**config.mk**
```make
export PLATFORM = sky130hd
export DESIGN_NAME = spi_slave_transmitter
export DESIGN_NICKNAME = d
export VERILOG_FILES = /design/src/rtl/spi_slave_transmitter.sv
export SDC_FILE = /design/constraint.sdc
export NUM_CORES = 1
export LEC_CHECK = 0
export ABC_CLOCK_PERIOD_IN_PS = 1700
export BUFFER_PORTS_ARGS = -buffer_cell sky130_fd_sc_hd__buf_2
export CORE_MARGIN = 3
export CORE_UTILIZATION = 50
export CTS_BUF_LIST = sky130_fd_sc_hd__clkbuf_8
export CTS_CLUSTER_SIZE = 24
export DETAILED_ROUTE_END_ITERATION = 7
export GPL_TIMING_DRIVEN = 0
export PLACE_DENSITY = 0.71
export SLEW_MARGIN = 20
export SYNTH_ARGS = -nofsm -noshare
export SYNTH_HDL_FRONTEND = slang
export SYNTH_SLANG_ARGS = --single-unit
```
**constraint.sdc**
```tcl
create_clock -name clk -period 1.7 [get_ports clk]
set_clock_uncertainty 0.15 [all_clocks]
set_input_delay 0.255 -clock clk [delete_from_list [all_inputs] [get_ports clk]]
set_output_delay 0.255 -clock clk [all_outputs]
set_load 0.005 [all_outputs]
```
**src/rtl/spi_slave_transmitter.sv**
```systemverilog
// ============================================================================
// Module   : spi_slave_transmitter
// Brief    : SPI mode-0 slave transmitter; shifts a held word out MSB-first on
//            miso while the external master drives sck/ss (clk-oversampled).
// Revision : 1.0
// ============================================================================
`default_nettype none

module spi_slave_transmitter #(
    parameter int DATA_LENGTH = 8
) (
    input  logic                   clk,
    input  logic                   rst,
    input  logic [DATA_LENGTH-1:0] data,
    input  logic                   load,
    input  logic                   sck,
    input  logic                   ss,
    output logic                   miso,
    output logic                   busy,
    output logic                   full,
    output logic                   done,
    output logic                   underrun
);

    localparam int CW = $clog2(DATA_LENGTH) + 1;
    localparam logic [CW-1:0] c_FRAME_LEN = CW'(DATA_LENGTH);

    typedef enum logic [0:0] {
        ST_IDLE  = 1'b0,
        ST_SHIFT = 1'b1
    } state_t;

    state_t                 r_state, w_state_nxt;
    logic [2:0]             r_sck_sync, r_ss_sync;
    logic [DATA_LENGTH-1:0] r_shift, w_shift_nxt;
    logic [DATA_LENGTH-1:0] r_hold, w_hold_nxt;
    logic [CW-1:0]          r_cnt, w_cnt_nxt;
    logic                   r_full, w_full_nxt;
    logic                   r_miso, w_miso_nxt;
    logic                   r_busy, w_busy_nxt;
    logic                   r_done, w_done_nxt;
    logic                   r_underrun, w_underrun_nxt;
    logic                   w_start, w_xfer, w_load_ok;
    logic                   w_sck_rise, w_sck_fall, w_ss_rise, w_ss_fall;

    // Sync flops clear to 0 so a reset with ss already low cannot fake an ss_fall.
    always_ff @(posedge clk) begin
        if (rst) begin
            r_sck_sync <= '0;
            r_ss_sync  <= '0;
        end else begin
            r_sck_sync <= {r_sck_sync[1:0], sck};
            r_ss_sync  <= {r_ss_sync[1:0], ss};
        end
    end

    assign w_sck_rise =  r_sck_sync[1] & ~r_sck_sync[2];
    assign w_sck_fall = ~r_sck_sync[1] &  r_sck_sync[2];
    assign w_ss_rise  =  r_ss_sync[1]  & ~r_ss_sync[2];
    assign w_ss_fall  = ~r_ss_sync[1]  &  r_ss_sync[2];

    always_comb begin
        w_state_nxt    = r_state;
        w_shift_nxt    = r_shift;
        w_cnt_nxt      = r_cnt;
        w_miso_nxt     = r_miso;
        w_busy_nxt     = r_busy;
        w_done_nxt     = 1'b0;
        w_underrun_nxt = 1'b0;
        w_start        = 1'b0;

        case (r_state)
            ST_IDLE: begin
                w_busy_nxt = 1'b0;
                w_miso_nxt = 1'b0;
                if (w_ss_fall) begin
                    w_state_nxt = ST_SHIFT;
                    w_busy_nxt  = 1'b1;
                    w_cnt_nxt   = '0;
                    w_start     = 1'b1;
                end
            end
            ST_SHIFT: begin
                if (w_ss_rise) begin
                    w_state_nxt = ST_IDLE;
                    w_busy_nxt  = 1'b0;
                    w_miso_nxt  = 1'b0;
                end else if (w_sck_rise) begin
                    if (r_cnt < c_FRAME_LEN) begin
                        w_cnt_nxt  = r_cnt + 1'b1;
                        w_done_nxt = (r_cnt + 1'b1 == c_FRAME_LEN);
                    end
                end else if (w_sck_fall) begin
                    if (r_cnt < c_FRAME_LEN) begin
                        w_shift_nxt = {r_shift[DATA_LENGTH-2:0], 1'b0};
                        w_miso_nxt  = r_shift[DATA_LENGTH-2];
                    end else begin
                        // Continuous frame: ss still low, start the next word.
                        w_cnt_nxt = '0;
                        w_start   = 1'b1;
                    end
                end
            end
            default: w_state_nxt = ST_IDLE;
        endcase

        if (w_start) begin
            if (r_full) begin
                w_shift_nxt = r_hold;
                w_miso_nxt  = r_hold[DATA_LENGTH-1];
            end else begin
                w_shift_nxt    = '0;
                w_miso_nxt     = 1'b0;
                w_underrun_nxt = 1'b1;
            end
        end
    end

    // A load is taken while the holder is being emptied into the shifter.
    assign w_xfer    = w_start & r_full;
    assign w_load_ok = load & (~r_full | w_xfer);

    always_comb begin
        w_hold_nxt = r_hold;
        w_full_nxt = r_full;
        if (w_load_ok) begin
            w_hold_nxt = data;
            w_full_nxt = 1'b1;
        end else if (w_xfer) begin
            w_full_nxt = 1'b0;
        end
    end

    always_ff @(posedge clk) begin
        if (rst) begin
            r_state    <= ST_IDLE;
            r_shift    <= '0;
            r_hold     <= '0;
            r_cnt      <= '0;
            r_full     <= 1'b0;
            r_miso     <= 1'b0;
            r_busy     <= 1'b0;
            r_done     <= 1'b0;
            r_underrun <= 1'b0;
        end else begin
            r_state    <= w_state_nxt;
            r_shift    <= w_shift_nxt;
            r_hold     <= w_hold_nxt;
            r_cnt      <= w_cnt_nxt;
            r_full     <= w_full_nxt;
            r_miso     <= w_miso_nxt;
            r_busy     <= w_busy_nxt;
            r_done     <= w_done_nxt;
            r_underrun <= w_underrun_nxt;
        end
    end

    assign miso     = r_miso;
    assign busy     = r_busy;
    assign full     = r_full;
    assign done     = r_done;
    assign underrun = r_underrun;

endmodule

`default_nettype wire

```
* After elaboration in Yosys (flattened, before gate mapping)
Index checks and enable logic that the tools add are counted.
** Storage, ports and cells
- Flip-flop bits (word level) :: 31
- Bits of input ports :: 13
** Operators by class
- Add/sub/neg operators :: 1
- $lt $le $gt $ge :: 1
- Equality and inequality tests :: 12
- Mux-type cells :: 34
- Bitwise operators :: 16
- Reductions and logical operators :: 9
** Operators by type and width (number)
- two-way mux 7 bit :: 7
- two-way mux 4 bit :: 6
- two-way mux 1 bit :: 16
- AND reduction 5 bit :: 2
- inverter 1 bit :: 9
- inequality test 2 bit (second input constant) :: 4
- inequality test 4 x 1 -> 1 bit (second input constant) :: 2
- case mux 1 bit (2 select lines) :: 4
- case mux 4 bit (2 select lines) :: 1
- nonzero test 2 bit :: 4
- bitwise AND 1 bit :: 6
- OR reduction 5 bit :: 1
- adder 4 x 1 -> 4 bit (second input constant) :: 1
- == test 4 bit (second input constant) :: 1
- < comparator 4 bit (second input constant) :: 1
- inequality test 4 x 3 -> 1 bit (second input constant) :: 1
- inequality test 3 x 1 -> 1 bit (second input constant) :: 1
- inequality test 3 x 2 -> 1 bit (second input constant) :: 1
- inequality test 3 bit (second input constant) :: 1
- AND reduction 3 bit :: 1
- inequality test 2 x 1 -> 1 bit (second input constant) :: 1
- OR reduction 2 bit :: 1
- OR 1 bit :: 1

* Logic depth before layout (Yosys ltp)
Gate-level depths: netlist of the first run.
- Depth in word-level cells :: 10
- Mapped depth :: 6
- Gate-level depth less buffers :: 4

* Worst setup path before layout of the first run
Ideal clock, no wire load.
- Kind :: register -> register
- From :: reg r_state
- To :: reg r_shift[2]
- Setup time :: 134 ps
- Data arrival time :: 1301 ps
- Slack :: 115 ps
- Stages on the path, launching flop included :: 7
- Path buffers :: 2
- Clock period less this slack :: 1585 ps
- Path through :: dfxtp_1 buf_6 and4bb_4 a311oi_2 buf_6 nand3b_1 a31oi_1
** On the way
- Word-level cells in the longest chain between the ends :: 4
** Ends and longest elaborated chain
- start, declared :: line 33 : state_t r_state, w_state_nxt;
- start signal, assigned :: line 146 : r_state <= w_state_nxt;
- inverter 1 bit
- case mux 1 bit (2 select lines) :: line 72 : case (r_state)
- inequality test 2 bit (no line) or nonzero test 2 bit (tied branches)
- AND reduction 5 bit (no line)
- end signal, assigned :: line 147 : r_shift <= w_shift_nxt;
- end, declared :: line 35 : logic [DATA_LENGTH-1:0] r_shift, w_shift_nxt;
Several ways; a longest one is shown, not always the timed one.
A chain may end at the register's enable or synchronous reset.

* Final worst setup path of the first run
- From :: reg r_state
- To :: reg r_shift[1]
Same word-level chain as after synthesis.

==> results of run 1 <==
==> registers in the layout, summed over array words and instances (netlist names) <==
name        cells
underrun        1
r_cnt           4
busy            1
r_shift         7
miso            1
r_hold          8
full            1
done            1
r_ss_sync       3
r_sck_sync      3
r_state         1
==> power by group through the flow <==
stage / sequential, W / combinational (W) / clock (W)
2_1_floorplan: 0.000781 / 0.0000744 / 0
4_1_cts: 0.000771 / 0.000113 / 0.000573
3_3_place_gp: 0.000784 / 0.000103 / 0
5_1_grt: 0.000774 / 0.000132 / 0.000599
3_5_place_dp: 0.000785 / 0.000106 / 0
6_report: 0.000771 / 0.000120 / 0.000561
==> stage by stage <==
step	setup slack (ps)	utilization, %	hold slack, ps	TNS (ps)
final	12.6	66.6	46.1	0
after global routing	-80.0	66.6	56.0	-170
after floorplan	115	-	222	0
after global placement	-30.3	58.4	275	-61.5
after CTS	38.7	63.9	45.1	0
after detailed placement	-26.8	58.4	288	-183
==> repair_timing <==
| action | CTS | global route |
|---|---|---|
| resized for setup | 4 | 12 |
| gates cloned | 0 | 1 |
| hold buffers | 0 | 0 |
| setup endpoints to repair | 13 | 14 |
| hold endpoints to repair | 0 | 0 |
| buffers inserted | 4 | 3 |
| pin swaps | 1 | 4 |
==> cells by family after synthesis <==
kind of cell	count (synthesis)	synth area share, %
and+or+nand+nor	55	25.1
DFF	31	45.5
AOI/OAI and AO/OA	27	15.8
buffers and inverters	14	5.23
muxes	10	7.44
adders and majority gates	1	0.918
==> per-layer routing <==
| layer | track usage (%) | routed length [um] | vias up |
|---|---|---|---|
| met5 | 0 | 0 | - |
| met4 | 8.94 | 43 | 0 |
| met3 | 4.23 | 180 | 6 |
| met2 | 27.7 | 1330 | 40 |
| met1 | 21.4 | 1190 | 495 |
| li1 | - | - | 554 |
==> synthesized netlist by cell type (all sizes together), types with 2 or more instances <==
cell    instances  share of area (%)
a21boi          2                1.1
nand3           3                1.1
nand3b          3                1.7
a31oi           4                1.8
nand2b         18                8.3
nor2b           6                2.8
o21ai           2               0.73
inv             7                1.9
a221oi          4                3.0
a21oi           3                1.1
clkbuf          4                1.1
nand2           7                1.9
nor2            8                2.4
mux2i           9                6.6
nor3b           2                1.8
dfxtp          31                 46
buf             3                2.2
a211oi          4                2.6
==> final timing paths <==
kind / endpoint / cells after the start / start
max reg2reg: r_shift[1] / 6 / r_state
min: r_ss_sync[0] / 2 / ss
min reg2reg: r_ss_sync[1] / 1 / r_ss_sync[0]
max: r_shift[1] / 6 / r_state
==> cell usage in the layout, fill, tap and decap left out, drive strengths merged, types with 4 or more instances in the layout <==
| master | instances |
|---|---|
| dfxtp | 31 |
| nand2 | 7 |
| a221oi | 4 |
| clkbuf | 10 |
| inv | 7 |
| a211oi | 4 |
| nor2b | 6 |
| buf | 28 |
| a31oi | 4 |
| mux2i | 9 |
| nand2b | 18 |
| nor2 | 8 |
==> layout make-up <==
class	count	area, sq um	area share (%)
Timing Repair Buffer	25	143	8.42
Inverter	7	26.3	1.55
Tap cell	30	37.5	2.22
Clock inverter	1	5.00	0.295
Sequential cell	31	632	37.3
Multi-Input combinational cell	93	719	42.5
Clock buffer	6	82.6	4.87
Buffer	7	48.8	2.88
==> worst reg2reg max path: stages, from the launching register on <==
cell and delay [ps]:
dfxtp_4 360, buf_8 120, and4bb_4 190, a311oi_4 340
buf_4 180, a221oi_2 30, a211oi_1 220
==> impl_results.md, run 1 <==
* Status: finished, final reports clean
* IO Pins at 18
* Post-Syn Instances at 138
* Pwr Total at 0.00145 W
* Chip width at 58.2 um
* Int Power at 0.00113 W
* Detailed-route via count at 1095
* Mapped cell area at 1360 sq um
* DRC at 0
* Layout Area Growth over Synthesis at 24.3%
* Die area at 3390 sq um
* Fin cells at 200
* Remaining antenna violation count at 0
* Post-route cell area at 1690 sq um
* Maxcap violations at 0
* Global-route wire length before repair at 4450 um
* Chip height at 58.2 um
* Delay-heaviest family, CP: compound AO/OA/AOI/OAI gates
* Share of cells above drive strength 1 at 31.8%
* Clk_lat worst skew at 270 ps
* FILL cells at 194
* Final wirelength at 2750 um
* Psw at 0.000321 W
* WS Path Type: reg -> reg
* Power per cell area at 857 nW/um^2
* Final hold vios at 0
* Post-DP HPWL at 1790 um
* Placement Cell Area at 1490 sq um
* DRT Pass-1 Iters at 4
* Placed Cells at 185
* EDFF count, synth at 0
* Crit path capture type: flip-flop
* Clock period minus worst slack at 1690 ps
* Global Route Usage Sum at 17.3%
* Largest net degree at the start of global routing at 11
* Starting Density at 53.5%
* GRT Residual Overflow at 0
* Worst-path clk slew at 60 ps
* RSZ-0062 raised after global routing: yes
* H-tree depth at 2
* Worst min path class: in -> reg
* CP peak stage delay at 360 ps
* Core Region at 2540 sq um
* Fmax at 593 MHz
* Sw Ratio at 22.1%
* Avg WL per Cell at 13.7 um
* Ys async rst share at 0%
* # clock sinks at 31
* Vias in the first global route at 1028
* Peak supply drop at 854 uV
* # rows at 18
* Syn Nets at 152
* Register area share after synthesis at 45.5%
* Worst EP arrival at 1710 ps
* Cts bufs inserted at 5
* Avg Inst Size Synth at 9.87 sq um
* Tcrit/Tclk final at 99.3%
* ANT cells at 0
* Antenna violations before repair at 0
* Share of power burned in registers at 53.1%
* Yosys warns at 0
* Critical path buffers and inverters at 2
* Final nets at 184
* Clock share of power at 38.6%
* Startpoint class of the critical path: flip-flop
* Final setup viols at 0
* Worst slew margin at 69.3%
* Leakage power total at 0.671 nW
* Main synth FF type: dfxtp_1
* Actual slew at the worst max-slew pin at 460 ps
* Initial DRC Count at 39
* Clock tree buffer depth at 2
* R2R Setup Slk at 10 ps
* Final Max Tran Viols at 0
* PortBufs at 17
* CP cell instances: buf_8 > and4bb_4 > a311oi_4 > buf_4 > a221oi_2 > a211oi_1
* Root Driver: clkbuf_8
* Slowest cell on crit path: dfxtp_4
* Comb power frac at 8.3%
* CTS tree: done
* Final Wtd Congestion at 0.810
* FF+latch count, synth at 31
* Distinct cells, synth at 41
* Worst-path fanout max at 4
* Worst path required time at 1720 ps
* Drt via density at 5.48
Power figures use the tool's default switching activity.
==> inputs of run 2 (changes only) <==
--- a/config.mk
+++ b/config.mk
@@ -5,6 +5,7 @@
 export SDC_FILE = /design/constraint.sdc
 export NUM_CORES = 1
 export LEC_CHECK = 0
+export ABC_AREA = 1
 export ABC_CLOCK_PERIOD_IN_PS = 1700
 export BUFFER_PORTS_ARGS = -buffer_cell sky130_fd_sc_hd__buf_2
 export CORE_MARGIN = 3
@@ -13,7 +14,8 @@
 export CTS_CLUSTER_SIZE = 24
 export DETAILED_ROUTE_END_ITERATION = 7
 export GPL_TIMING_DRIVEN = 0
-export PLACE_DENSITY = 0.71
+export PLACE_DENSITY = 0.7
+export SETUP_SLACK_MARGIN = 0.3
 export SLEW_MARGIN = 20
 export SYNTH_ARGS = -nofsm -noshare
 export SYNTH_HDL_FRONTEND = slang
==> run 2 against run 1 <==
  * Global-route usage rose by 3.1 points
  * Area after synthesis rose by 4.4%
  * Synthesized cell count rose by 44%
  * Final cell count rose by 33%
  * Worst hold slack got worse by 5.4 ps
==> impl_results.md, run 2 <==
* Actual slew at the worst max-slew pin at 539 ps (+78.9 ps)
* Ys async rst share at 0% (unchanged)
* Final Max Tran Viols at 0 (unchanged)
* Post-Syn Instances at 199 (+44%)
* Register area share after synthesis at 43.6% (-1.9 points)
* Sw Ratio at 25.3% (+3.1 points)
* # clock sinks at 31 (unchanged)
* Initial DRC Count at 65 (+67%)
* Global Route Usage Sum at 20.3% (+3.1 points)
* Cts bufs inserted at 5 (unchanged)
* Avg WL per Cell at 12.1 um (-12%)
* Biggest regs: r_hold: 8 flops, r_shift: 7 flops, r_cnt: 4 flops
* Tcrit/Tclk final at 82.0% (-17 points)
* GRT Residual Overflow at 0 (unchanged)
* EDFF count, synth at 0 (unchanged)
* # rows at 18 (unchanged)
* Worst path required time at 1710 ps (about the same)
* Core Region at 2590 sq um (+1.8%)
* PortBufs at 16 (-1)
* Fmax at 718 MHz (+21%)
* Largest net degree at the start of global routing at 11 (unchanged)
* Drt via density at 5.11 (-6.8%)
* Starting Density at 54.9% (+1.4 points)
* Post-CTS Hold Fix Bufs at 0 (unchanged)
* Main synth FF type: dfxtp_1
* Peak supply drop at 699 uV (-18%)
* Worst min path class: in -> reg
* Distinct cells, synth at 23 (-44%)
* Status: finished, final reports clean
* Final hold vios at 0 (unchanged)
* FF+latch count, synth at 31 (unchanged)
* Clock tree buffer depth at 2 (unchanged)
* Vias in the first global route at 1203 (+17%)
* Share of power burned in registers at 53.3% (+0.2 points)
* Final Wtd Congestion at 0.810 (about the same)
* Chip height at 59.3 um (+2.0%)
* Clk_lat worst skew at 270 ps (about the same)
* Leakage power total at 0.849 nW (+26%)
* Layout Area Growth over Synthesis at 31.3%
* Synth top area cells: dfxtp_1, nand2_1, a21oi_1, inv_1, nor2_1
* Yosys warns at 0 (unchanged)
* Int Power at 0.00111 W (-1.7%)
* Share of cells above drive strength 1 at 33.5% (+1.7 points)
* Root Driver: clkbuf_8
* Largest Register: r_hold
* Synth cell count leaders: nand2_1, dfxtp_1, inv_1
* Commonest cells after routing, fill and taps aside: nand2_1, nor2_1, inv_1, dfxtp_1, buf_2
* Mapped cell area at 1420 sq um (+4.4%)
* Post-DP HPWL at 2040 um (+14%)
* CTS tree: done
* Yosys top cell area share at 43.6% (-1.9 points)
* RSZ-0062 raised after global routing: yes
* Global-route wire length before repair at 5360 um (+20%)
* Post-synth top area cell: dfxtp_1
* Avg Inst Size Synth at 7.15 sq um (-28%)
* Worst slew margin at 64.1% (-5.3 points)
* FILL cells at 204 (+5.2%)
* Antenna violations before repair at 0 (unchanged)
* ANT cells at 0 (unchanged)
* Die area at 3520 sq um (+4.0%)
* Crit path capture type: flip-flop
* Flip-flop count of the largest register, all copies and words added at 8 (unchanged)
* Most frequent cell after synthesis: nand2_1
* Remaining antenna violation count at 0 (unchanged)
* Maxcap violations at 0 (unchanged)
* Worst EP arrival at 1410 ps (-300 ps)
* H-tree depth at 2 (unchanged)
* WS Path Type: reg -> reg
* Chip width at 59.3 um (+2.0%)
* DRT Pass-1 Iters at 5 (+1)
* Worst-path fanout max at 5 (+1)
* Detailed-route via count at 1358 (+24%)
* Startpoint class of the critical path: flip-flop
* Setup TNS at 0 ps (unchanged)
* Power per cell area at 796 nW/um^2 (-7.1%)
* DRC at 0 (unchanged)
* Worst-path clk slew at 60 ps (about the same)
* Most common cell after layout, fill and taps aside: nand2_1
* Final wirelength at 3210 um (+17%)
* Final nets at 251 (+36%)
* Psw at 0.000376 W (+17%)
* Syn Nets at 213 (+40%)
* Final setup viols at 0 (unchanged)
* Fin cells at 266 (+33%)
* Clock share of power at 33.7% (-4.9 points)
* Clock period minus worst slack at 1390 ps (-294 ps)
* Comb power frac at 13.0% (+4.7 points)
* Placed Cells at 245 (+32%)
* IO Pins at 18 (unchanged)
run 2: cell types whose count changed after synthesis, moves of 3 or more:
cell	delta
nor2_1	+20
nand2_4	+4
a221oi_1	-3
nand2b_1	-18
a31oi_1	-4
nand3_1	+15
nor2b_1	-6
nand2_1	+34
a211oi_1	-3
mux2i_1	-9
o21ai_0	+4
a21oi_1	+19
nand4_1	+3
inv_1	+22
run 2: timing repair:
action                                  in CTS  in global routing
endpoints found under the setup margin      19                 20
gates resized for setup                     19                 25
cloned                                       1                  0
setup buffers                               10                  4
pin swaps                                    7                  7
run 2: path summary, 6_finish.rpt:
check                                   from       endpoint  slack (ps)  depth (start not counted)
worst max-delay path            r_ss_sync[2]      r_hold[4]         310                          8
worst min-delay path                     sck  r_sck_sync[0]          40                          3
worst max register to register  r_ss_sync[2]      r_hold[4]         310                          8
worst min register to register  r_ss_sync[0]   r_ss_sync[1]         250                          2
run 2: cell families (layout without fill, tap and decap cells):
kind of cell | after synthesis | in the layout | synth area share [%]
buffers and inverters | 35 | 72 | 9.94
AOI/OAI and AO/OA | 28 | 28 | 9.85
adders and majority gates | 1 | 1 | 0.879
DFF | 31 | 31 | 43.6
and+or+nand+nor | 104 | 104 | 35.7
run 2: area by class of cell:
type                    instances  area, sq um  area share, %
plain buffers                   5         28.8           1.54
clock buffers                   5         68.8           3.68
clock inverters                 1         3.75          0.201
inverters                      30          113           6.03
multi-input cells             133          779           41.7
flip-flops and latches         31          633           33.9
well taps                      30         37.5           2.01
repair buffers                 31          204           10.9
run 2: power groups by stage:
stage / Clock [W] / Sequential (W) / Combinational [W]
6_report: 0.000502 / 0.000792 / 0.000193
5_1_grt: 0.000553 / 0.000797 / 0.000213
4_1_cts: 0.000522 / 0.000787 / 0.000171
3_5_place_dp: 0 / 0.000802 / 0.000143
3_3_place_gp: 0 / 0.000800 / 0.000138
2_1_floorplan: 0 / 0.000795 / 0.000107
run 2: per-stage QoR:
step / hold WS, ps / cell area [sq um] / setup WS, ps / power, W / utilization (%)
finish: 40.7 / 1870 / 307 / 0.00149 / 72.1
global route: 39.7 / 1870 / 265 / 0.00156 / 72.1
CTS: 25.3 / 1760 / 286 / 0.00148 / 67.9
detailed placement: 246 / 1540 / 115 / 0.000945 / 59.5
global placement: 239 / 1540 / 153 / 0.000939 / 59.5
floorplan: 174 / 1420 / 301 / 0.000902 / -
run 2: critical path, stage by stage, from the launching register on:
cell	delay (ps)
dfxtp_4	350
buf_4	130
nand3_4	90
nand2_4	70
nand2_8	90
nand2_8	60
buf_6	140
a21oi_4	130
nor2_2	60
run 2: layer usage:
metal / global-route usage, % / up-vias / share of wire [%]
met3: 7.19 / 4 / 5.8
met4: 5.83 / 0 / 0.78
li1: - / 703 / -
met1: 25.9 / 611 / 45
met5: 0 / - / 0
met2: 32.3 / 40 / 48
